[src/rtl/fifo_fm0_tx_if.sv]
// rtl/fifo_fm0_tx_if.sv - upstream byte FIFO read port for the FM0 transmitter
// master = transmitter pulling bytes, slave = FIFO supplying them.
interface fifo_fm0_tx_if;
    logic       fifo_empty;
    logic [7:0] fifo_data;
    logic       fifo_read;

    modport master (
        input  fifo_empty,
        input  fifo_data,
        output fifo_read
    );

    modport slave (
        output fifo_empty,
        output fifo_data,
        input  fifo_read
    );
endinterface

[src/rtl/fifo_fm0_tx.sv]
// rtl/fifo_fm0_tx.sv - FM0 line encoder that streams bytes MSB-first from an upstream FIFO
// Back-to-back bytes are sustained by prefetching the next byte during the last bit of the current one.
module fifo_fm0_tx #(
    parameter int unsigned HALF_BIT = 4
) (
    input  logic          clk,
    input  logic          reset,
    input  logic          en,
    input  logic          start,
    fifo_fm0_tx_if.master fifo,
    output logic          tx_out,
    output logic          busy,
    output logic          done
);

    localparam int unsigned   CW   = $clog2(2 * HALF_BIT);
    localparam logic [CW-1:0] MID  = CW'(HALF_BIT);
    localparam logic [CW-1:0] LAST = CW'(2 * HALF_BIT - 1);

    typedef enum logic [2:0] {
        IDLE,
        FETCH,
        LOAD,
        SEND,
        DUMMY,
        FINISH
    } state_t;

    state_t        state;
    logic [CW-1:0] cnt;
    logic [2:0]    idx;
    logic [7:0]    shift;
    logic [7:0]    hold;
    logic          rd_q;
    logic          done_q;
    logic          tx_q;
    logic          busy_q;
    logic          pf_req;
    logic          pf_due;
    logic          pf_full;
    logic          pf_late;
    logic          bit_end;

    assign bit_end = (cnt == LAST);

    always_ff @(posedge clk) begin
        if (reset) begin
            state   <= IDLE;
            cnt     <= '0;
            idx     <= '0;
            shift   <= '0;
            hold    <= '0;
            rd_q    <= 1'b0;
            done_q  <= 1'b0;
            tx_q    <= 1'b0;
            busy_q  <= 1'b0;
            pf_req  <= 1'b0;
            pf_due  <= 1'b0;
            pf_full <= 1'b0;
            pf_late <= 1'b0;
        end else if (en) begin
            rd_q   <= 1'b0;
            done_q <= 1'b0;
            // A prefetch pop on the previous enabled edge means fifo_data is valid now.
            pf_due <= rd_q && (state == SEND);
            if (pf_due) begin
                if (pf_late) begin
                    shift   <= fifo.fifo_data;
                    pf_late <= 1'b0;
                    pf_req  <= 1'b0;
                end else begin
                    hold    <= fifo.fifo_data;
                    pf_full <= 1'b1;
                end
            end

            case (state)
                IDLE: begin
                    tx_q <= 1'b0;
                    if (start && !fifo.fifo_empty) begin
                        state  <= FETCH;
                        rd_q   <= 1'b1;
                        busy_q <= 1'b1;
                    end
                end

                FETCH: begin
                    state <= LOAD;
                end

                LOAD: begin
                    shift <= fifo.fifo_data;
                    idx   <= 3'd7;
                    cnt   <= '0;
                    state <= SEND;
                end

                SEND: begin
                    if (cnt == '0) begin
                        tx_q <= ~tx_q;
                    end else if (cnt == MID && !shift[idx]) begin
                        tx_q <= ~tx_q;
                    end
                    if (idx == 3'd0 && cnt == MID && !fifo.fifo_empty && !pf_req) begin
                        rd_q   <= 1'b1;
                        pf_req <= 1'b1;
                    end
                    if (bit_end) begin
                        cnt <= '0;
                        if (idx != 3'd0) begin
                            idx <= idx - 3'd1;
                        end else if (pf_req) begin
                            // Next byte starts with no gap; for short half-bits its data may still be in flight.
                            idx     <= 3'd7;
                            pf_full <= 1'b0;
                            pf_req  <= 1'b0;
                            if (pf_full) begin
                                shift <= hold;
                            end else if (pf_due) begin
                                shift <= fifo.fifo_data;
                            end else begin
                                pf_late <= 1'b1;
                                pf_req  <= 1'b1;
                            end
                        end else begin
                            state <= DUMMY;
                        end
                    end else begin
                        cnt <= cnt + 1'b1;
                    end
                end

                DUMMY: begin
                    if (cnt == '0) begin
                        tx_q <= ~tx_q;
                    end
                    if (bit_end) begin
                        cnt   <= '0;
                        state <= FINISH;
                    end else begin
                        cnt <= cnt + 1'b1;
                    end
                end

                FINISH: begin
                    tx_q    <= 1'b0;
                    done_q  <= 1'b1;
                    busy_q  <= 1'b0;
                    pf_req  <= 1'b0;
                    pf_full <= 1'b0;
                    pf_late <= 1'b0;
                    state   <= IDLE;
                end

                default: begin
                    state <= IDLE;
                end
            endcase
        end
    end

    // Strobes are held while disabled and only reach the pins once en returns.
    assign fifo.fifo_read = rd_q & en;
    assign done           = done_q & en;
    assign tx_out         = tx_q;
    assign busy           = busy_q;

endmodule

[src/flat_wrapper.sv]
// flat-port wrapper written by rule: the top's interface ports become plain ports
module fifo_fm0_tx_flat 
#(
    parameter int unsigned HALF_BIT = 4
)
  (clk, reset, en, start, tx_out, busy, done, fifo_fifo_empty, fifo_fifo_data, fifo_fifo_read);
  fifo_fm0_tx_if fifo_i ();
  input  logic clk;
  input  logic reset;
  input  logic en;
  input  logic start;
  output logic tx_out;
  output logic busy;
  output logic done;
  input wire logic [$bits(fifo_i.fifo_empty)-1:0] fifo_fifo_empty;
  input wire logic [$bits(fifo_i.fifo_data)-1:0] fifo_fifo_data;
  output wire logic [$bits(fifo_i.fifo_read)-1:0] fifo_fifo_read;
  assign fifo_i.fifo_empty = fifo_fifo_empty;
  assign fifo_i.fifo_data = fifo_fifo_data;
  assign fifo_fifo_read = fifo_i.fifo_read;
  fifo_fm0_tx #(.HALF_BIT(HALF_BIT)) u_core (.clk(clk), .reset(reset), .en(en), .start(start), .fifo(fifo_i), .tx_out(tx_out), .busy(busy), .done(done));
endmodule
[config.mk]
export PLATFORM = sky130hd
export DESIGN_NAME = fifo_fm0_tx_flat
export DESIGN_NICKNAME = d
export VERILOG_FILES = /design/src/rtl/fifo_fm0_tx_if.sv /design/src/rtl/fifo_fm0_tx.sv /design/src/flat_wrapper.sv
export SDC_FILE = /design/constraint.sdc
export NUM_CORES = 1
export LEC_CHECK = 0
export BUFFER_PORTS_ARGS = -buffer_cell sky130_fd_sc_hd__buf_2
export CAP_MARGIN = 20
export CORE_MARGIN = 1
export CORE_UTILIZATION = 59
export CTS_BUF_LIST = sky130_fd_sc_hd__clkbuf_16
export DETAILED_ROUTE_END_ITERATION = 8
export HOLD_SLACK_MARGIN = 0.12
export PLACE_DENSITY_LB_ADDON = 0.2
export SETUP_SLACK_MARGIN = 0.02
export SYNTH_ARGS = -nofsm -noshare
export SYNTH_HDL_FRONTEND = slang
export SYNTH_SLANG_ARGS = --single-unit
[constraint.sdc]
create_clock -name clk -period 2.4 [get_ports clk]
set_input_delay 0.36 -clock clk [delete_from_list [all_inputs] [get_ports clk]]
set_output_delay 0.36 -clock clk [all_outputs]
set_load 0.02 [all_outputs]
[After elaboration in Yosys (flattened, before gate mapping)]
Index checks and enable logic that the tools add are counted.
Storage, ports and cells
  flip-flop bits (word level): 33
  input bits: 13
  output and inout bits: 4
  word-level logic and storage cells: 114
Cells by class
  add/sub/neg operators: 2
  $lt $le $gt $ge: 1
  eq/ne operators: 15
  muxes and demuxes: 54
  bitwise gates (word level): 4
  reduce and logical (&&, ||, !) cells: 25
Operators with widths (count)
  two-way mux 8 bit: 7
  two-way mux 1 bit: 27
  two-way mux 3 bit: 9
  case mux 8 bit (2 select lines): 1
  case mux 3 bit (5 select lines): 1
  equality test 3 bit, second input constant: 4
  case mux 3 bit (2 select lines): 2
  case mux 1 bit (2 select lines): 5
  zero test 3 bit: 3
  != test 2 x 1 -> 1 bit, second input constant: 4
  AND reduction 4 bit: 2
  equality test 3 x 2 -> 1 bit, second input constant: 2
  logical AND 1 bit: 6
  AND reduction 3 bit: 2
  AND reduction 6 bit: 1
  nonzero test 2 bit: 3
  nonzero test 3 bit: 2
  less-than comparator 3 x 4 -> 1 bit, second input constant: 1
  != test 2 bit, second input constant: 2
  OR reduction 2 bit: 2
  adder 3 x 1 -> 3 bit, second input constant: 1
  binary-select mux 1 bit (select 3 bit): 1
  equality test 3 x 1 -> 1 bit, second input constant: 1
  zero test 1 bit: 3
  other kinds (7): 9

[Depth between registers and ports, before layout]
  depth after elaboration: 9
  mapped depth: 8
  gate-level depth less buffers: 7

[Worst setup path after synthesis]
Ideal clock, no wire load.
  path kind: flip-flop to flip-flop
  from: register u_core.idx[0]
  to: register u_core.state[1]
  setup time: 70 ps
  arrival: 1766 ps
  data required time: 2330 ps
  setup slack: 564 ps
  cell stages (with the launch flop): 8
  buffers on the path: 0
  period minus slack after synthesis: 1836 ps
  cell sequence: dfxtp_1 > inv_1 > ha_1 > nor3b_4 > a21oi_1 > or3_4 > or4_1 > a21oi_1
On the way
  longest elaborated chain between the ends: 3
RTL lines
  start, declared: RTL line fifo_fm0_tx.sv:31  | logic [2:0] idx;
  start signal, assigned: RTL line fifo_fm0_tx.sv:111  | idx <= idx - 3'd1;
  nonzero test 3 bit: RTL line fifo_fm0_tx.sv:110  | if (idx != 3'd0) begin
  != test 2 bit (no source line)
  AND reduction 6 bit (no source line)
  end signal, assigned: RTL line fifo_fm0_tx.sv:126  | state <= DUMMY;
  end signal, assigned: RTL line fifo_fm0_tx.sv:139  | state <= FINISH;
  end signal, assigned: RTL line fifo_fm0_tx.sv:152  | state <= IDLE;
  end, declared: RTL line fifo_fm0_tx.sv:29  | state_t state;
Every way passes these cells.
A chain may end at the register's enable or synchronous reset.

[Final worst setup path]
Same ends and word-level chain as after synthesis.

==> summary.md <==
| Metric | Value |
|---|---|
| Worst-path fanout max | 5 |
| Routed Antenna Nets | 0 |
| CP required | between 2000 and 3000 ps |
| Total GRT Usage | 0.300 |
| Root Buffer | clkbuf_16 |
| Post-CTS Resized | 0 |
| Clk buf depth | 2 |
| Syn Area/Cell | between 8 and 9 um^2 |
| Largest net degree at the start of global routing | 22 |
| VDD IR max | roughly 0.50 mV |
| Flops & latches, synth | 33 |
| Sequential area share after synthesis | 0.341 |
| Number of flops mapped to enable cells by yosys | 0 |
| Final RePlAce weighted congestion | between 0.8 and 0.9 |
| Syn Nets | between 200 and 300 |
| Reg-to-reg setup timing slack | about 430 ps |
| Leak | 0.000805 uW |
| Initial antenna violation count | 0 |
| Crit path DAT | 2190 ps |
| Slew Viols, Final | 0 |
| Startpoint Class | flop |
| Clock latency on the worst-skew pair | 280 ps |
| Clock power share | 0.483 |
| HP Class | in2reg |
| Critical Path Stages | 7 |
| # rows | 20 |
| Fmax | 508 MHz |
| Sequential fraction of design power | 0.431 |
| CP startpoint | u_core.idx[0] |
| CTS Buf Count | 5 |
| Cell Chain, Critical Path | inv_1 -> ha_1 -> nor3b_4 -> a21oi_1 -> or3_4 -> or4_1 -> a21oi_1 |
| DP Area | 0.00204 mm^2 |
| Vias after detailed routing | roughly 1900 |
| Vias/cell | roughly 6.4 |
| CTS clock-pin slew for the worst setup and hold paths | about 60 ps |
| Register-to-Register Path Depth | 7 |
| Core area | around 0.0031 mm^2 |
| Worst Path Buf+Inv | 1 |
| Global-route wire length before repair | about 7700 um |
| Comb power frac | 0.085 |
| Yosys warns | 0 |
| Routed WL | about 4700 um |
| IO buf count | 16 |
| Max incr delay on CP | approximately 400 ps |
| Worst reg2reg path startpoint | u_core.idx[0] |
| Crit path max-delay cell type | or4_1 |
| Synth cell types | between 40 and 50 |
| Gr ovfl total | 0 |
| Rel. slew slack | 0.605 |
| Clock Skew | between 5 and 6 ps |
| Switching part of the total power | 0.250 |
| Number of hold buffers added after cts | 0 |
| Vias in the first global route | 1699 |
| Residual DRC | 0 |
| Setup TNS | 0 ps |
| CTS tree | yes |
| Post-route cell area | 0.00219 mm^2 |
| Initial Util | 0.630 |
| Post-CTS Setup Inserts | 0 |
| Worst-margin pin slew | a little under 600 ps |
| Cell Int Power | 986 uW |
| Setup violators final | 0 |
| HPWL after DPL | between 3000 and 4000 um |
| Die area | 0.00352 mm^2 |
| MaxCap Viol Count | 0 |
| I/O Pins | 17 |
| RSZ-0062 raised after global routing | no |
| Mapped Cells | 240 |
| Reg2reg end | u_core.state[1] |
| Post-synthesis async set-or-reset flop share | 0 |
| Clock sinks | 33 |
| Nets | 270 |
| Main synth FF type | dfxtp_1 |
| Die Span X | 59.3 um |
| Net load switching power | roughly 330 uW |
| Routed WL per cell | between 15 and 20 um |
| Crit share post-route | 0.821 |
| H-tree level count | 2 |
| Iter 0 DRT Violations | about 130 |
| Power density over cell area | 600 mW/mm^2 |
| Most used cell, CP | a21oi_1 |
| Die Span Y | 59.3 um |
| Ant. Diodes | 0 |
| Outcome | finished clean |
| Crit end category | flop |
| Area Overhead vs Synth | 13.0% |
| Crit Path Class | reg2reg |
| Crit path time final | approximately 2000 ps |
| Share of cells above drive strength 1 | 0.150 |
| Drt pass-1 iters | 4 |
| Pre-CTS setup slack | around 440 ps |
| Fin. Hold Viols | 0 |
| Crit path capture | u_core.state[1] |
| Mapped Area | between 0.0015 and 0.002 mm^2 |
| Top cell family by delay on the critical path | simple AND/OR/NAND/NOR gates |
| Setup ws final | 430 ps |
[cell usage in the layout (no fill, tap or decap), types with 3 or more instances in the layout]
master	count
clkbuf_16	5
nand2_1	23
a311oi_1	3
a21oi_1	25
and3_1	9
a211oi_1	12
ha_1	5
o21ai_0	9
a22oi_1	4
dfxtp_1	33
nor3_1	5
mux2i_1	10
inv_1	8
nor2_1	26
clkinvlp_4	3
buf_2	16
nand3_1	5
buf_4	7
a221o_1	6
a32oi_1	3
nand2b_1	5
[through the flow]
step	util	power, uW	std cells	hold slack (ps)
floorplan	-	655	240	436
global placement	0.664	688	289	442
detailed placement	0.664	690	289	448
CTS	0.712	1320	297	339
global route	0.712	1360	297	352
finish	0.712	1310	297	342
[worst register-to-register path: stages (launching register included)]
cell and delay [ps]:
dfxtp_1 360, inv_1 100, ha_1 210, nor3b_4 250
a21oi_1 100, or3_4 350, or4_1 400, a21oi_1 150
[cell usage after synthesis (2+ instances only)]
cell       n  area (um^2)
dfxtp_1   33          661
nor2_1    26         97.6
a21oi_1   25          125
nand2_1   23         86.3
a211oi_1  12         90.1
clkbuf_1  12         45.0
mux2i_1   10          100
and3_1     9         56.3
o21ai_0    9         45.0
inv_1      8         30.0
a221o_1    6         60.1
ha_1       5         62.6
nand2b_1   5         31.3
nand3_1    5         25.0
nor3_1     5         25.0
a22oi_1    4         30.0
a311oi_1   3         26.3
a32oi_1    3         26.3
buf_2      3         15.0
and2_1     2         12.5
mux4_2     2         45.0
nand4_1    2         12.5
nor2b_1    2         12.5
nor4_1     2         12.5
or3_1      2         12.5
[worst min path at each step]
stage                                  from             end  slack, ps  depth (start not counted)
after floorplan              u_core.hold[0]  u_core.hold[0]        440                          2
after global placement       u_core.hold[3]  u_core.hold[3]        440                          2
after detailed placement     u_core.hold[3]  u_core.hold[3]        450                          2
after CTS                 fifo_fifo_data[1]  u_core.hold[1]        340                          3
after global routing      fifo_fifo_data[3]  u_core.hold[3]        350                          3
final                     fifo_fifo_data[1]  u_core.hold[1]        340                          3
[flip-flops by register name, summed over array words and instances (netlist names), 3 cells and up]
register / flops
u_core.cnt: 3
u_core.shift: 8
u_core.idx: 3
u_core.hold: 8
u_core.state: 3
[power by group through the flow]
| stage | clock network, uW | logic, uW | registers, uW |
|---|---|---|---|
| final | 635 | 112 | 567 |
| after global placement | 0 | 110 | 578 |
| after CTS | 643 | 112 | 567 |
| after global routing | 664 | 126 | 568 |
| after detailed placement | 0 | 111 | 579 |
| after floorplan | 0 | 77.4 | 577 |
[layout make-up]
cell class / count / area, um^2
Multi-Input combinational cell: 181 / 1160
Sequential cell: 33 / 661
Timing Repair Buffer: 23 / 133
Clock buffer: 5 / 125
Clock inverter: 3 / 22.5
Fill cell: 256 / 887
Inverter: 8 / 30.0
Tap cell: 44 / 55.1
[kinds of logic (layout without fill, tap and decap cells)]
group | after synthesis | count (layout) | share of synthesized area
DFF | 33 | 33 | 0.341
adders and majority gates | 5 | 5 | 0.0323
xor gates and xnor gates | 1 | 1 | 0.00452
muxes | 12 | 12 | 0.0749
AOI/OAI and AO/OA | 71 | 71 | 0.246
buffers and inverters | 26 | 39 | 0.0581
and+or+nand+nor | 92 | 92 | 0.243
[routing by layer]
layer	share of wire	vias up	wire (um)	track usage
met1	0.46	904	2140	0.422
li1	-	910	-	-
met2	0.44	81	2050	0.432
met5	0	-	0	0
met4	0.013	0	59	0.119
met3	0.091	6	425	0.0852
(Power assumes the default switching activity.)
